### config.mk
export PLATFORM = sky130hd
export DESIGN_NAME = div_resource_controller_flat
export DESIGN_NICKNAME = d
export VERILOG_FILES = /design/src/rtl/div_resource_controller_if.sv /design/src/rtl/div_resource_controller.sv /design/src/flat_wrapper.sv
export SDC_FILE = /design/constraint.sdc
export NUM_CORES = 1
export LEC_CHECK = 0
export CAP_MARGIN = 20
export CORE_UTILIZATION = 54
export DETAILED_ROUTE_END_ITERATION = 12
export PLACE_DENSITY = 0.84
export SYNTH_ARGS = -nofsm -noshare
export SYNTH_HDL_FRONTEND = slang
export SYNTH_SLANG_ARGS = --single-unit
### constraint.sdc
create_clock -name clk -period 5 [get_ports clk]
set_input_delay 1 -clock clk [delete_from_list [all_inputs] [get_ports clk]]
set_output_delay 1 -clock clk [all_outputs]
set_load 0.005 [all_outputs]
### src/rtl/div_resource_controller_if.sv
// ---------------------------------------------------------------------------
// div_resource_controller_if
//   Bundles the handshake and status signals between the pipeline (scheduler,
//   issue, execution and flush sources) and the divider ownership controller.
//
//   Pipeline -> controller (all NUM_DIV wide unless noted):
//     stall (1 bit)   execution stall, blocks acceptance of req
//     acquire         issue stage reserves divider i
//     req             execution stage starts a division on divider i
//     releaseDiv      result consumed, divider i returns to the pool
//                     ("release" is a reserved word, hence the suffix)
//     resetFromIssue / resetFromRegRead / resetFromTagAccess
//                     flush of the owning instruction at that stage
//   Controller -> pipeline / datapath:
//     divStart, divAbort               1-cycle strobes to the divider datapath
//     free, reserved, busy, finished   one-hot lane status
//     protocolError                    sticky illegal-handshake flag per lane
// ---------------------------------------------------------------------------
interface div_resource_controller_if #(
  parameter int NUM_DIV = 2
);
  logic               stall;
  logic [NUM_DIV-1:0] acquire;
  logic [NUM_DIV-1:0] req;
  logic [NUM_DIV-1:0] releaseDiv;
  logic [NUM_DIV-1:0] resetFromIssue;
  logic [NUM_DIV-1:0] resetFromRegRead;
  logic [NUM_DIV-1:0] resetFromTagAccess;
  logic [NUM_DIV-1:0] divStart;
  logic [NUM_DIV-1:0] divAbort;
  logic [NUM_DIV-1:0] free;
  logic [NUM_DIV-1:0] reserved;
  logic [NUM_DIV-1:0] busy;
  logic [NUM_DIV-1:0] finished;
  logic [NUM_DIV-1:0] protocolError;

  // Pipeline side: drives requests, observes status.
  modport master (
    output stall, acquire, req, releaseDiv,
           resetFromIssue, resetFromRegRead, resetFromTagAccess,
    input  divStart, divAbort, free, reserved, busy, finished, protocolError
  );

  // Controller side.
  modport slave (
    input  stall, acquire, req, releaseDiv,
           resetFromIssue, resetFromRegRead, resetFromTagAccess,
    output divStart, divAbort, free, reserved, busy, finished, protocolError
  );
endinterface

### src/rtl/div_resource_controller.sv
// ---------------------------------------------------------------------------
// div_resource_controller
//   Per-lane ownership controller for the shared iterative integer dividers.
//   Each lane walks FREE -> RESERVED (acquire) -> BUSY (req, not stalled)
//   -> FINISHED (fixed latency elapsed) -> FREE (releaseDiv). Any flush of
//   the owner returns the lane to FREE and aborts a running division.
//
//   Ports:
//     clk   clock, all state updates on the rising edge
//     rst   synchronous active-high reset
//     bus   div_resource_controller_if.slave, see the interface for signals
//
//   Parameters:
//     NUM_DIV      number of independent divider lanes
//     DIV_LATENCY  cycles a division occupies BUSY (>= 1)
// ---------------------------------------------------------------------------
module div_resource_controller #(
  parameter int NUM_DIV     = 2,
  parameter int DIV_LATENCY = 34
) (
  input  logic                      clk,
  input  logic                      rst,
  div_resource_controller_if.slave  bus
);

  localparam int CNT_W = $clog2(DIV_LATENCY + 1);

  typedef enum logic [1:0] {
    ST_FREE     = 2'd0,
    ST_RESERVED = 2'd1,
    ST_BUSY     = 2'd2,
    ST_FINISHED = 2'd3
  } divState_e;

  logic [NUM_DIV-1:0] divStartS;
  logic [NUM_DIV-1:0] divAbortS;
  logic [NUM_DIV-1:0] freeS;
  logic [NUM_DIV-1:0] reservedS;
  logic [NUM_DIV-1:0] busyS;
  logic [NUM_DIV-1:0] finishedS;
  logic [NUM_DIV-1:0] protocolErrorS;

  genvar i;
  for (i = 0; i < NUM_DIV; i++) begin : gLane
    divState_e        stateR;
    divState_e        stateNxtS;
    logic [CNT_W-1:0] cntR;
    logic [CNT_W-1:0] cntNxtS;
    logic             errR;
    logic             errSetS;
    logic             startS;
    logic             abortS;
    logic             flushS;
    logic             acqS;
    logic             reqS;
    logic             relS;

    assign flushS = bus.resetFromIssue[i] | bus.resetFromRegRead[i] |
                    bus.resetFromTagAccess[i];
    assign acqS   = bus.acquire[i];
    assign reqS   = bus.req[i];
    assign relS   = bus.releaseDiv[i];

    // Next-state, counter and strobe logic; flush overrides every state.
    always_comb begin
      stateNxtS = stateR;
      cntNxtS   = cntR;
      errSetS   = 1'b0;
      startS    = 1'b0;
      abortS    = 1'b0;
      if (flushS) begin
        stateNxtS = ST_FREE;
        cntNxtS   = {CNT_W{1'b0}};
        // Only a division actually running in the datapath needs aborting.
        abortS    = (stateR == ST_BUSY);
      end else begin
        case (stateR)
          ST_FREE: begin
            if (acqS) begin
              stateNxtS = ST_RESERVED;
            end else begin
              stateNxtS = ST_FREE;
            end
            errSetS = reqS | relS;
          end
          ST_RESERVED: begin
            // A stalled req is not consumed; the requester keeps it held.
            if (reqS && !bus.stall) begin
              stateNxtS = ST_BUSY;
              cntNxtS   = CNT_W'(DIV_LATENCY - 1);
              startS    = 1'b1;
            end else begin
              stateNxtS = ST_RESERVED;
            end
            errSetS = acqS | relS;
          end
          ST_BUSY: begin
            // The divider keeps iterating through execution stalls.
            if (cntR == {CNT_W{1'b0}}) begin
              stateNxtS = ST_FINISHED;
            end else begin
              cntNxtS = cntR - CNT_W'(1);
            end
            errSetS = reqS | acqS | relS;
          end
          ST_FINISHED: begin
            if (relS) begin
              // Release plus acquire hands the lane straight to the next owner.
              if (acqS) begin
                stateNxtS = ST_RESERVED;
              end else begin
                stateNxtS = ST_FREE;
              end
              errSetS = reqS;
            end else begin
              stateNxtS = ST_FINISHED;
              errSetS   = reqS | acqS;
            end
          end
          default: begin
            stateNxtS = ST_FREE;
            cntNxtS   = {CNT_W{1'b0}};
            errSetS   = 1'b1;
          end
        endcase
      end
    end

    // Lane state, latency counter and sticky error register.
    always_ff @(posedge clk) begin
      if (rst) begin
        stateR <= ST_FREE;
        cntR   <= {CNT_W{1'b0}};
        errR   <= 1'b0;
      end else begin
        stateR <= stateNxtS;
        cntR   <= cntNxtS;
        errR   <= errR | errSetS;
      end
    end

    // Strobes are suppressed under rst: reset clears the datapath itself.
    assign divStartS[i]      = startS & ~rst;
    assign divAbortS[i]      = abortS & ~rst;
    assign freeS[i]          = (stateR == ST_FREE);
    assign reservedS[i]      = (stateR == ST_RESERVED);
    assign busyS[i]          = (stateR == ST_BUSY);
    assign finishedS[i]      = (stateR == ST_FINISHED);
    assign protocolErrorS[i] = errR;
  end

  assign bus.divStart      = divStartS;
  assign bus.divAbort      = divAbortS;
  assign bus.free          = freeS;
  assign bus.reserved      = reservedS;
  assign bus.busy          = busyS;
  assign bus.finished      = finishedS;
  assign bus.protocolError = protocolErrorS;

endmodule

### src/flat_wrapper.sv
// flat-port wrapper written by rule: the top's interface ports become plain ports
module div_resource_controller_flat 
#(
  parameter int NUM_DIV     = 2,
  parameter int DIV_LATENCY = 34
)
  (clk, rst, bus_stall, bus_acquire, bus_req, bus_releaseDiv, bus_resetFromIssue, bus_resetFromRegRead, bus_resetFromTagAccess, bus_divStart, bus_divAbort, bus_free, bus_reserved, bus_busy, bus_finished, bus_protocolError);
  div_resource_controller_if #(.NUM_DIV(NUM_DIV)) bus_i ();
  input  logic clk;
  input  logic rst;
  input wire logic [$bits(bus_i.stall)-1:0] bus_stall;
  input wire logic [$bits(bus_i.acquire)-1:0] bus_acquire;
  input wire logic [$bits(bus_i.req)-1:0] bus_req;
  input wire logic [$bits(bus_i.releaseDiv)-1:0] bus_releaseDiv;
  input wire logic [$bits(bus_i.resetFromIssue)-1:0] bus_resetFromIssue;
  input wire logic [$bits(bus_i.resetFromRegRead)-1:0] bus_resetFromRegRead;
  input wire logic [$bits(bus_i.resetFromTagAccess)-1:0] bus_resetFromTagAccess;
  output wire logic [$bits(bus_i.divStart)-1:0] bus_divStart;
  output wire logic [$bits(bus_i.divAbort)-1:0] bus_divAbort;
  output wire logic [$bits(bus_i.free)-1:0] bus_free;
  output wire logic [$bits(bus_i.reserved)-1:0] bus_reserved;
  output wire logic [$bits(bus_i.busy)-1:0] bus_busy;
  output wire logic [$bits(bus_i.finished)-1:0] bus_finished;
  output wire logic [$bits(bus_i.protocolError)-1:0] bus_protocolError;
  assign bus_i.stall = bus_stall;
  assign bus_i.acquire = bus_acquire;
  assign bus_i.req = bus_req;
  assign bus_i.releaseDiv = bus_releaseDiv;
  assign bus_i.resetFromIssue = bus_resetFromIssue;
  assign bus_i.resetFromRegRead = bus_resetFromRegRead;
  assign bus_i.resetFromTagAccess = bus_resetFromTagAccess;
  assign bus_divStart = bus_i.divStart;
  assign bus_divAbort = bus_i.divAbort;
  assign bus_free = bus_i.free;
  assign bus_reserved = bus_i.reserved;
  assign bus_busy = bus_i.busy;
  assign bus_finished = bus_i.finished;
  assign bus_protocolError = bus_i.protocolError;
  div_resource_controller #(.NUM_DIV(NUM_DIV), .DIV_LATENCY(DIV_LATENCY)) u_core (.clk(clk), .rst(rst), .bus(bus_i));
endmodule
==> metrics.md <==
| Metric | Value |
|---|---|
| Setup Skew | 3.60 ps |
| Hold path depth | 2 |
| Final wirelength | 3550 um |
| Max Clk Rate | 254 MHz |
| CTS Hold Bufs | 0 |
| Antenna diodes | 0 |
| Pre-CTS WS | 1060 ps |
| Multi-input logic area | 892 um2 |
| Switching pwr | 65.9 uW |
| Final WS setup | 1060 ps |
| Synth unique cells | 44 |
| Pint | 208 uW |
| Max stage delay on crit path | 730 ps |
| Total gr overflow | 0 |
| Initial core utilization | 0.594 |
| CP Data Required Time | 4000 ps |
| Post-synth top area share | 0.267 |
| Fin nets | 225 |
| Vias/cell | 6.34 |
| Worst Setup Start Kind | input pin |
| Cell mode on critical path | clkdlybuf4s50_1 |
| Largest cells by area after synthesis | dfxtp_1 (27%), ha_1 (15%), inv_1 (5.3%) |
| FF+latch area | 360 um2 |
| Port bufs | 28 |
| Vias in the first global route | 1374 |
| HP Class | reg -> reg |
| Worst R2R Setup Slack | 2970 ps |
| Clock transition at the registers of the reported paths | 120 ps |
| Min Tclk post-route | 3940 ps |
| Clock Power Share | 0.348 |
| Total chip power | 274 uW |
| # IOs | 29 |
| Final RePlAce weighted congestion | 0.925 |
| Fin. Hold Viols | 0 |
| Mapped Nets | 196 |
| Top-count cell post-synth | inv_1 |
| Worst Hold Launch | u_core.gLane[0].errR$_SDFF_PP0_ |
| Clk root buf | clkbuf_4 |
| Total GRT Usage | 0.304 |
| Clk_lat worst skew | 300 ps |
| Final core utilization | 0.736 |
| DR top layer | met4 |
| Syn avg cell area | 8.19 um2 |
| Met1 wire length | 1440 um |
| Post-synth ARST share | 0 |
| Sink Count | 18 |
| DP Wirelength | 2730 um |
| Reg2Reg Depth | 6 |
| Worst rel slew slack | 0.569 |
| Metal2 WL | 1800 um |
| CTS Buffer Depth | 2 |
| Setup_tns | 0 ps |
| Post-route DRC | 0 |
| Synthesis-to-layout area growth | 24.0% |
| Core area | 2280 um2 |
| First-pass GRT wire length | 6130 um |
| Die height | 52.0 um |
| CP max-delay cell | or4_1 |
| EDFF count, synth | 0 |
| Sw Share | 0.241 |
| Seq/Total Area, Yosys | 0.267 |
| Die area | 2710 um2 |
| Worst r2r src | u_core.gLane[1].stateR[0]$_SDFFE_PP0P_ |
| Dominant synthesized flop cell | dfxtp_1 |
| RSZ-0062 raised after global routing | no |
| Met3 WL | 236 um |
| Cell taking the most area after synthesis | dfxtp_1 |
| Final setup violating endpoints | 0 |
| Sequential power share | 0.533 |
| WP data arrival | 2940 ps |
| Commonest cells in the netlist | inv_1 (19), dfxtp_1 (18), ha_1 (16) |
| Crit path cell chain | clkdlybuf4s50_1 -> or4_1 -> nor2_1 -> clkdlybuf4s50_1 |
| Initial antenna violation count | 0 |
| VDD IR max | 0.000204 V |
| Syn Inst Count | 165 |
| WS Path Type | in -> out |
| Share of layout cells above drive strength 1 | 0.0622 |
| Via count | 1402 |
| Post-CTS setup buffer count | 0 |
| Critical Path End Type | primary output |
| CTS buffer count | 3 |
| Hold Crit Endpoint | u_core.gLane[0].errR$_SDFF_PP0_ |
| Comb pwr share | 0.120 |
| Critical Path Source | rst |
| Post-cts resize count | 0 |
| Power Density | 163 nW/um2 |
| Number of synthesized register bits | 18 |
| LEAKAGE | 0.000574 uW |
| Max_cap viols | 0 |
| Die width | 52.0 um |
| Final slew viol count | 0 |
| Detailed Routing Iterations Pass 1 | 4 |
| Largest net degree at the start of global routing | 11 |
| Std-Cell Rows | 17 |
| H-tree depth | 1 |
| Warnings from Yosys | 0 |
| Worst-margin pin slew | 640 ps |
| Critical path fanouts, max | 9 |
| RR Endpoint | u_core.gLane[1].cntR[4]$_SDFFE_PP0P_ |
| Post-Syn Area | 1350 um2 |
| Wirelength per Cell | 16.0 um |
| CTS tree | built |
| # fillers | 188 |
| Tcrit/Tclk final | 0.787 |
| Routed Antenna Nets | 0 |
| Status | completed |
| Initial DRC Count | 84 |
-- layout by cell type (no fill, tap or decap), types with 3 or more instances in the layout --
cell type	netlist	layout
clkbuf_4	0	3
nand2b_1	8	8
or4_1	6	6
clkdlybuf4s50_1	0	28
ha_1	16	16
nor2_1	9	9
nor3_1	10	10
o31ai_1	7	7
inv_1	19	19
nand2_1	8	8
nand3_1	3	3
o21ai_0	3	3
a21oi_1	13	13
dfxtp_1	18	18
-- per-layer routing --
| layer | vias up | global-route usage |
|---|---|---|
| li1 | 671 | - |
| met1 | 648 | 0.348 |
| met2 | 71 | 0.566 |
| met3 | 12 | 0.0585 |
| met4 | 0 | 0.0721 |
| met5 | - | 0 |
-- worst max path at each step --
stage	slack, ps	cells after the start	end
global route	970	4	bus_divStart[0]
global placement	1090	4	bus_divStart[0]
finish	1060	4	bus_divStart[0]
CTS	1060	4	bus_divStart[0]
floorplan	2210	3	bus_divStart[0]
detailed placement	1060	4	bus_divStart[0]
-- logic make-up (layout without fill, tap and decap cells) --
group / count (synthesis) / count (layout) / synth area share
buffers and inverters: 23 / 51 / 0.0731
DFF: 18 / 18 / 0.267
adders and majority gates: 16 / 16 / 0.148
muxes: 1 / 1 / 0.00833
and+or+nand+nor: 56 / 56 / 0.233
AOI/OAI and AO/OA: 51 / 51 / 0.270
-- per-stage QoR --
step                hold WS, ps  instance area [um2]  std cells
floorplan                   440                 1350        165
global placement            461                 1640        217
detailed placement          472                 1640        217
CTS                         494                 1680        221
global route                529                 1680        221
finish                      502                 1680        221
-- critical path, delay by kind of cell --
family                 cells  cell delay [ps]
and+or+nand+nor            2              890
buffers and inverters      2             1040
-- power by group through the flow --
| stage | sequential [uW] | clock, uW | combinational, uW |
|---|---|---|---|
| after floorplan | 149 | 0 | 14.1 |
| after global placement | 149 | 0 | 30.5 |
| after detailed placement | 149 | 0 | 32.1 |
| after CTS | 146 | 94.6 | 32.3 |
| after global routing | 146 | 103 | 35.2 |
| final | 146 | 95.1 | 32.8 |
-- cell type report --
class,instances,area share
repair buffers,28,0.167
well taps,28,0.0209
flip-flops and latches,18,0.215
inverters,19,0.0426
multi-input cells,124,0.532
clock buffers,4,0.0217
-- flip-flops by register name, indices dropped and copies added (netlist names) --
register	count
u_core.gLane.cntR	12
u_core.gLane.errR	2
u_core.gLane.stateR	4
(Power assumes the default switching activity.)
